==> config.mk <==
export PLATFORM = sky130hd
export DESIGN_NAME = modul_seq_flat
export DESIGN_NICKNAME = d
export VERILOG_FILES = /design/src/rtl/modul_seq_pkg.sv /design/src/rtl/modul_seq_if.sv /design/src/rtl/modul_seq_cyc_cnt.sv /design/src/rtl/modul_seq.sv /design/src/flat_wrapper.sv
export SDC_FILE = /design/constraint.sdc
export NUM_CORES = 1
export LEC_CHECK = 0
export ABC_CLOCK_PERIOD_IN_PS = 4040
export BUFFER_PORTS_ARGS = -buffer_cell sky130_fd_sc_hd__buf_4
export CORE_MARGIN = 2
export CORE_UTILIZATION = 48
export CTS_CLUSTER_DIAMETER = 40
export DETAILED_ROUTE_END_ITERATION = 8
export PLACE_DENSITY = 0.9
export SLEW_MARGIN = 25
export SYNTH_ARGS = -nofsm -noshare
export SYNTH_HDL_FRONTEND = slang
export SYNTH_SLANG_ARGS = --single-unit
==> constraint.sdc <==
create_clock -name clk -period 4.04 [get_ports clk]
set_clock_uncertainty 0.15 [all_clocks]
set_input_delay 0 -clock clk [delete_from_list [all_inputs] [get_ports clk]]
set_output_delay 0 -clock clk [all_outputs]
set_load 0.05 [all_outputs]
==> src/rtl/modul_seq_pkg.sv <==
// rtl/modul_seq_pkg.sv - shared constants and state encoding for the modulus sequencer
// Purpose: FSM state type, default timing parameters and bus widths used by
//          modul_seq, its interface and its wait counter.
// Ports:   none (package).
package modul_seq_pkg;

  localparam int OP_W        = 14;  // operand width (A, B)
  localparam int RES_W       = 24;  // modulus result width
  localparam int CNT_W       = 8;   // wait counter width
  localparam int TO_CYC_DEF  = 64;  // modulus-unit timeout
  localparam int CNV_CYC_DEF = 32;  // fixed BIN->DEC conversion wait

  typedef enum logic [2:0] {
    IDLE  = 3'd0,
    MST   = 3'd1,
    MWAIT = 3'd2,
    CST   = 3'd3,
    CWAIT = 3'd4
  } state_t;

endpackage

==> src/rtl/modul_seq_if.sv <==
// rtl/modul_seq_if.sv - handshake bundle between sequencer, modulus unit and converter
// Purpose: groups the modulus-unit and converter handshake signals.
// Signals: mod_A/mod_B  latched operands to the modulus unit
//          mod_st       one-cycle modulus start pulse
//          mod_ok/mod_Q modulus done strobe and result
//          cnv_st       one-cycle converter start pulse
//          cnv_BIN      captured result held for the converter
//          res_valid    one-cycle "converter output final" pulse
// Modports: master = sequencer side, slave = modulus unit / converter side.
interface modul_seq_if;
  import modul_seq_pkg::*;

  logic [OP_W-1:0]  mod_A;
  logic [OP_W-1:0]  mod_B;
  logic             mod_st;
  logic             mod_ok;
  logic [RES_W-1:0] mod_Q;
  logic             cnv_st;
  logic [RES_W-1:0] cnv_BIN;
  logic             res_valid;

  modport master (
    output mod_A, mod_B, mod_st, cnv_st, cnv_BIN, res_valid,
    input  mod_ok, mod_Q
  );

  modport slave (
    input  mod_A, mod_B, mod_st, cnv_st, cnv_BIN, res_valid,
    output mod_ok, mod_Q
  );

endinterface

==> src/rtl/modul_seq_cyc_cnt.sv <==
// rtl/modul_seq_cyc_cnt.sv - saturating wait counter with clear and enable
// Purpose: counts enabled cycles, sticks at all-ones instead of wrapping.
// Ports:   clk    system clock
//          rst    synchronous active-high reset (count -> 0)
//          i_clr  synchronous clear, has priority over i_en
//          i_en   count enable
//          o_cnt  current count
module cyc_cnt #(
  parameter int W = 8
) (
  input  logic         clk,
  input  logic         rst,
  input  logic         i_clr,
  input  logic         i_en,
  output logic [W-1:0] o_cnt
);

  logic [W-1:0] r_cnt;

  always_ff @(posedge clk) begin
    if (rst || i_clr) begin
      r_cnt <= '0;
    end else if (i_en && (r_cnt != {W{1'b1}})) begin
      r_cnt <= r_cnt + 1'b1;
    end
  end

  assign o_cnt = r_cnt;

endmodule

==> src/rtl/modul_seq.sv <==
// rtl/modul_seq.sv - 1 ms scheduled modulus + BIN->DEC conversion sequencer
// Purpose: on a 1 ms tick, when operands changed, a recompute is forced or the
//          previous result is stale, starts the modulus unit, waits for its
//          done strobe (with timeout), hands the result to the converter and
//          signals when the converted value is final.
// Ports:   clk, rst      clock and synchronous active-high reset
//          ce1ms         one-cycle scheduling tick
//          req           forced-recompute request (level)
//          A, B          binary operands (Re, Im)
//          bus           modul_seq_if master: modulus / converter handshakes
//          busy          high whenever the FSM is not IDLE
//          err           sticky modulus timeout flag
module modul_seq
  import modul_seq_pkg::*;
#(
  parameter int TO_CYC  = TO_CYC_DEF,
  parameter int CNV_CYC = CNV_CYC_DEF
) (
  input  logic            clk,
  input  logic            rst,
  input  logic            ce1ms,
  input  logic            req,
  input  logic [OP_W-1:0] A,
  input  logic [OP_W-1:0] B,
  modul_seq_if.master     bus,
  output logic            busy,
  output logic            err
);

  // Last count value of each wait phase; the counter starts at 0 in the
  // first wait cycle, so N cycles end when it reads N-1.
  localparam logic [CNT_W-1:0] TO_LAST  = CNT_W'(TO_CYC - 1);
  localparam logic [CNT_W-1:0] CNV_LAST = CNT_W'(CNV_CYC - 1);

  state_t           r_state;
  state_t           w_next;
  logic [OP_W-1:0]  r_mod_A;
  logic [OP_W-1:0]  r_mod_B;
  logic [RES_W-1:0] r_cnv_BIN;
  logic             r_res_valid;
  logic             r_dirty;
  logic             r_err;

  logic [CNT_W-1:0] w_cnt;
  logic             w_cnt_clr;
  logic             w_cnt_en;
  logic             w_start;
  logic             w_capture;
  logic             w_timeout;
  logic             w_cnv_done;

  always_ff @(posedge clk) begin
    if (rst) begin
      r_state <= IDLE;
    end else begin
      r_state <= w_next;
    end
  end

  always_comb begin
    w_next     = r_state;
    w_start    = 1'b0;
    w_capture  = 1'b0;
    w_timeout  = 1'b0;
    w_cnv_done = 1'b0;
    unique case (r_state)
      IDLE: begin
        if (ce1ms && (r_dirty || req || (A != r_mod_A) || (B != r_mod_B))) begin
          w_start = 1'b1;
          w_next  = MST;
        end
      end
      MST: w_next = MWAIT;
      MWAIT: begin
        // a done strobe in the last allowed cycle still counts as success
        if (bus.mod_ok) begin
          w_capture = 1'b1;
          w_next    = CST;
        end else if (w_cnt == TO_LAST) begin
          w_timeout = 1'b1;
          w_next    = IDLE;
        end
      end
      CST: w_next = CWAIT;
      CWAIT: begin
        if (w_cnt == CNV_LAST) begin
          w_cnv_done = 1'b1;
          w_next     = IDLE;
        end
      end
      default: w_next = IDLE;
    endcase
  end

  assign w_cnt_clr = (r_state == MST) || (r_state == CST);
  assign w_cnt_en  = (r_state == MWAIT) || (r_state == CWAIT);

  cyc_cnt #(
    .W(CNT_W)
  ) u_cyc_cnt (
    .clk   (clk),
    .rst   (rst),
    .i_clr (w_cnt_clr),
    .i_en  (w_cnt_en),
    .o_cnt (w_cnt)
  );

  always_ff @(posedge clk) begin
    if (rst) begin
      r_mod_A     <= '0;
      r_mod_B     <= '0;
      r_cnv_BIN   <= '0;
      r_res_valid <= 1'b0;
      r_dirty     <= 1'b1;
      r_err       <= 1'b0;
    end else begin
      r_res_valid <= w_cnv_done;
      if (w_start) begin
        r_mod_A <= A;
        r_mod_B <= B;
        r_dirty <= 1'b0;
        r_err   <= 1'b0;
      end
      if (w_capture) begin
        r_cnv_BIN <= bus.mod_Q;
      end
      // a timed-out result is stale: force a retry at the next tick
      if (w_timeout) begin
        r_err   <= 1'b1;
        r_dirty <= 1'b1;
      end
    end
  end

  // Pulses are masked while rst is high so a reset landing in MST/CST or on
  // the res_valid cycle issues nothing.
  assign bus.mod_st    = (r_state == MST) && !rst;
  assign bus.cnv_st    = (r_state == CST) && !rst;
  assign bus.res_valid = r_res_valid && !rst;
  assign bus.mod_A     = r_mod_A;
  assign bus.mod_B     = r_mod_B;
  assign bus.cnv_BIN   = r_cnv_BIN;
  assign busy          = (r_state != IDLE);
  assign err           = r_err;

endmodule

==> src/flat_wrapper.sv <==
// flat-port wrapper written by rule: the top's interface ports become plain ports
module modul_seq_flat import modul_seq_pkg::*;
#(
  parameter int TO_CYC  = TO_CYC_DEF,
  parameter int CNV_CYC = CNV_CYC_DEF
)
  (clk, rst, ce1ms, req, A, B, busy, err, bus_mod_A, bus_mod_B, bus_mod_st, bus_cnv_st, bus_cnv_BIN, bus_res_valid, bus_mod_ok, bus_mod_Q);
  modul_seq_if bus_i ();
  input  logic clk;
  input  logic rst;
  input  logic ce1ms;
  input  logic req;
  input  logic [OP_W-1:0] A;
  input  logic [OP_W-1:0] B;
  output logic busy;
  output logic err;
  output wire logic [$bits(bus_i.mod_A)-1:0] bus_mod_A;
  output wire logic [$bits(bus_i.mod_B)-1:0] bus_mod_B;
  output wire logic [$bits(bus_i.mod_st)-1:0] bus_mod_st;
  output wire logic [$bits(bus_i.cnv_st)-1:0] bus_cnv_st;
  output wire logic [$bits(bus_i.cnv_BIN)-1:0] bus_cnv_BIN;
  output wire logic [$bits(bus_i.res_valid)-1:0] bus_res_valid;
  input wire logic [$bits(bus_i.mod_ok)-1:0] bus_mod_ok;
  input wire logic [$bits(bus_i.mod_Q)-1:0] bus_mod_Q;
  assign bus_mod_A = bus_i.mod_A;
  assign bus_mod_B = bus_i.mod_B;
  assign bus_mod_st = bus_i.mod_st;
  assign bus_cnv_st = bus_i.cnv_st;
  assign bus_cnv_BIN = bus_i.cnv_BIN;
  assign bus_res_valid = bus_i.res_valid;
  assign bus_i.mod_ok = bus_mod_ok;
  assign bus_i.mod_Q = bus_mod_Q;
  modul_seq #(.TO_CYC(TO_CYC), .CNV_CYC(CNV_CYC)) u_core (.clk(clk), .rst(rst), .ce1ms(ce1ms), .req(req), .A(A), .B(B), .bus(bus_i), .busy(busy), .err(err));
endmodule
# Yosys cells after proc, flatten, opt, wreduce, memory -nomap -nowiden
# Cells that the tools add are included.
# classes
add_sub_neg,1
mul,0
div,0
magnitude_cmp,0
eq_ne,12
shift,0
mux,15
bitwise,1
n_reduce_logical,18
# ops
operator,count
$ne 14x14->1,2
$pmux 3 s5,1
$mux 3,4
$mux 1,10
$add 8x1->8 const B,1
$eq 8x5->1 const B,1
$eq 8x6->1 const B,1
$ne 8x8->1 const B,1
$eq 3x2->1 const B,2
$logic_or 1x1->1,6
$logic_and 1x1->1,5
$ne 2x1->1 const B,2
$reduce_or 2->1,2
$eq 3x1->1 const B,1
$eq 3x3->1 const B,1
$logic_not 3->1,1
$ne 3x2->1 const B,1
$reduce_and 3->1,1
$reduce_bool 3->1,1
$reduce_bool 2->1,1
$logic_not 1->1,1
$not 1->1,1
# totals
regBits,66
latch_bits,0
ramBits,0
rom_bits,0
n_memories,0

# Logic depth before layout (Yosys ltp)
# depth
depth_word,8
ltp_mapped,8
ltp_nobuf,6

# By module
# Synthesis repeated with hierarchy kept, for this count alone.
# hier_totals
hier_cells,352
hier_area_um2,3109.2
# modules_own_cells
module,instances,cells_per_inst,area_per_inst_um2,seq_area_each_um2
modul_seq,1,304,2687.6,1161.1
cyc_cnt,1,48,421.7,160.2

# Worst setup path after synthesis
# OpenSTA, ideal clock, no wires.
# synth_timing
kind,register -> register
from,reg u_core.r_mod_A[9] (netlist: u_core.bus.mod_A[9])
to,reg u_core.r_mod_A[0] (netlist: u_core.bus.mod_A[0])
setup_time_ps,120
arrival_time_ps,1814
path_slack_ps,1957
stages_incl_launch_ff,7
n_path_buf,1
synth_period_minus_slack_ps,2083
cell_sequence,dfxtp_1 xor2_1 or3_1 nor4_1 a211oi_2 buf_6 mux2i_1
# synth_between
elab_chain_len,6
# synth_lines
element,line_no,source
"start, declared",modul_seq.sv:37,logic [OP_W-1:0] r_mod_A;
"start signal, assigned",modul_seq.sv:110,r_mod_A <= '0;
"start signal, assigned",modul_seq.sv:119,r_mod_A <= A;
$ne 14x14->1,modul_seq.sv:68,if (ce1ms && (r_dirty || req || (A != r_mod_A) || (B != r_mod_B))) begin
$logic_or 1x1->1 (2 in a row),modul_seq.sv:68,
$logic_and 1x1->1,modul_seq.sv:68,
$mux 1,modul_seq.sv:68,
$mux 1,modul_seq.sv:66,unique case (r_state)
# Every way passes these cells.
# A chain may end at the register's enable or synchronous reset.

# Final worst setup path
# layout_timing
from,reg u_core.r_state[1]
to,reg u_core.r_cnv_BIN[12] (netlist: u_core.bus.cnv_BIN[12])
# layout_between
elab_chain_len,2
# layout_lines
element,line_no,source
"start, declared",modul_seq.sv:35,state_t r_state;
"start signal, assigned",modul_seq.sv:56,r_state <= w_next;
$eq 3x2->1,modul_seq.sv:66,
$mux 1,modul_seq.sv:66,
"end signal, assigned",modul_seq.sv:125,r_cnv_BIN <= bus.mod_Q;
"end, declared",modul_seq.sv:39,logic [RES_W-1:0] r_cnv_BIN;
# Every way passes these cells.

==> flow_summary_export.csv <==
group,metric,value,unit
min_path,hold_path_startpoint,"A[13]",
setup_path,critical_path_class,"flop to flop",
sta,rsz0062_at_grt,"no",
sta,min_period_over_period,0.676,
routing,wl_per_cell,16.3,µm
die,dieArea,0.00678,mm²
power_and_ir_drop,peakVddDrop,236,µV
place,place_hpwl,5.18,mm
setup_path,crit_required,4.18,ns
routing,drcViolationCount,0,
clock_network,cts_root_buffer,"clkbuf_8",
logic_synthesis,synth-seq-area-share,0.449,
layout,syn_to_final_growth,64.5,%
clock_network,htreeDepth,3,
routing,antenna_left,0,
global_routing,grt_usage,0.302,
outcome,status,"finished, final reports clean",
setup_path,critical-path-slowest-cell,"and2_1",
logic_synthesis,ys_types,33,
global_routing,grt_pass1_vias,3342,
sta,setup_viol,0,
routing,vias,3134,
sta,worst_slew_pin_slew,0.986,ns
routing,vias_per_cell,5.11,
die,die_h,82.3,µm
sta,finalCriticalPeriod,2.73,ns
routing,initialDrtViolationCount,142,
logic_synthesis,synth_largest_area_cell,"dfxtp_1",
sta,maxSlewHeadroom,0.343,
layout,final_common_cell,"buf_4",
global_routing,grt_pass1_wl,15.4,mm
clock_network,cts.sinks,66,
layout,multi_input_area,0.00150,mm²
layout,fillers,308,
sta,hold_viol,0,
clock_network,clock_latency,0.35,ns
sta,fmax,366,MHz
flow_run,drv_cap,0,
power_and_ir_drop,p_leak,2.11,nW
logic_synthesis,synthTopCellsByArea,"dfxtp_1 45%, nand2_1 14%, mux2i_1 9.9%",
logic_synthesis,yosysTopAreaCellShare,0.449,
layout,drive_gt1_frac,0.255,
setup_path,worstPathCellList,"nand2b_1, nor2_1, and2_1, nand2_1, a21oi_1, dlygate4sd3_1",
setup_path,timing.critical_path.slowest_cell_delay,0.79,ns
setup_path,startpoint_type,"flop",
clock_network,cts_tree,"yes",
die,core_area,0.00592,mm²
layout,layout.nets,590,
min_path,hp-class,"input port to flop",
sta,drv_slew,0,
setup_path,cp-startpoint,"u_core.r_state[1]$_SDFFE_PP0P_",
power_and_ir_drop,power_density,368,mW/mm²
place,io_buffers,113,
clock_network,clk_path_buf_depth,2,
logic_synthesis,ys_ff_latch,66,
layout,final_util,0.818,
clock_network,cts_setup_buffers,0,
clock_network,cts.clk_slew.worst_paths,0.08,ns
global_routing,grt_max_degree,40,
die,start_util,0.497,
sta,hold_slack,0.333,ns
setup_path,arrival,2.88,ns
routing,drtPass1Iterations,4,
place,place_congestion,0.780,
layout,layout_common_cells,"115 x buf_4, 109 x nand2_1, 82 x dlygate4sd3_1",
logic_synthesis,syn-num-nets,402,
logic_synthesis,syn_area,0.00294,mm²
place,placed_cells,514,
logic_synthesis,yosys_warnings,0,
setup_path,timing.rr.start,"u_core.r_state[1]$_SDFFE_PP0P_",
setup_path,end_kind,"flop",
routing,wirelength,10.0,mm
die,die_width,82.3,µm
clock_network,cts_made_buffers,9,
logic_synthesis,syn_area_per_cell,8.56,µm²
die,ios,114,
layout,instances_no_fill,613,
global_routing,grt_antenna_before_repair,1,
logic_synthesis,synth_cells,344,
global_routing,overflow,0,
setup_path,crit_fanout,25,
die,rows,28,
sta,timing.setup.tns,0,ns
layout,seq_area,0.00132,mm²
## where the power goes
part           internal (mW)  switching (mW)
logic                  0.202           0.264
registers              0.688          0.0401
clock network          0.321           0.270
## cell usage after synthesis
library cell / instances
xor2_1: 6
nor4_1: 2
xnor2_1: 28
a21oi_1: 26
a211oi_1: 1
mux2i_1: 29
o211a_1: 1
clkinv_1: 1
xnor2_2: 1
ha_1: 1
o211ai_1: 1
nor2_1: 9
and3_1: 1
nand2b_1: 3
o21ai_0: 1
nand4_1: 9
nor3b_1: 1
nand3b_1: 2
dfxtp_1: 66
or3_1: 3
inv_1: 3
clkbuf_1: 15
nand3_2: 1
nand2_1: 109
buf_2: 1
a311oi_4: 1
nand3_1: 6
nor2b_1: 1
and2_1: 3
buf_6: 5
a211oi_2: 1
nor3_1: 5
o22ai_1: 1
## layout make-up
class / count / share of cell area
well taps: 75 / 0.0194
multi-input cells: 253 / 0.309
clock inverters: 5 / 0.0129
clock buffers: 11 / 0.0313
repair buffers: 198 / 0.351
diodes: 1 / 0.000517
flip-flops and latches: 66 / 0.273
inverters: 4 / 0.00310
## worst max-delay path, delay by kind of cell, from the launching register on
| kind | cells | cell delay, ns |
|---|---|---|
| and+or+nand+nor | 4 | 1.25 |
| buffers and inverters | 1 | 0.57 |
| AOI/OAI and AO/OA | 1 | 0.20 |
| DFF | 1 | 0.50 |
## flip-flops by register name (all words and copies together) (netlist names)
name / count
u_core.r_res_valid: 1
u_core.err: 1
u_core.u_cyc_cnt.o_cnt: 8
u_core.r_dirty: 1
u_core.bus.mod_A: 14
u_core.bus.cnv_BIN: 24
u_core.bus.mod_B: 14
u_core.r_state: 3
## cell families after synthesis
| group | Yosys count | synth area share |
|---|---|---|
| AND/OR/NAND/NOR | 155 | 0.227 |
| flip-flops | 66 | 0.449 |
| XOR/XNOR | 35 | 0.107 |
| AO/OA/AOI/OAI | 33 | 0.0697 |
| multiplexers | 29 | 0.0986 |
| buffers and inverters | 25 | 0.0450 |
| adder cells (fa/ha/maj) | 1 | 0.00425 |
## worst paths after layout
path	slack, ns	end	cells after the start
max reg2reg	1.31	u_core.bus.cnv_BIN[12]$_SDFFE_PP0P_	6
max	1.31	u_core.bus.cnv_BIN[12]$_SDFFE_PP0P_	6
min reg2reg	0.34	u_core.err$_SDFFE_PP0P_	2
min	0.33	u_core.bus.mod_A[13]$_SDFFE_PP0P_	4
## metrics by stage
step	total power [mW]	area, µm²	setup WS, ns
2_1_floorplan	1.00	2940	1.96
3_3_place_gp	1.12	3790	1.53
3_5_place_dp	1.13	3810	1.83
4_1_cts	1.77	4840	1.43
5_1_grt	1.84	4840	1.16
6_report	1.78	4840	1.31
## per-layer routing
layer / up-vias / global-route usage / wire [µm] / part of all wire
met5: - / 0 / 0 / 0
met4: 0 / 0.142 / 298 / 0.030
met3: 29 / 0.0826 / 639 / 0.064
met2: 124 / 0.569 / 5200 / 0.52
met1: 1477 / 0.303 / 3870 / 0.39
li1: 1504 / - / - / -
## repair_timing
action / in CTS / in global routing
endpoints found under the hold margin: 56 / 0
hold buffers: 82 / 0
resized for setup: 0 / 0
No activity file was read; power rests on OpenSTA's default activity.
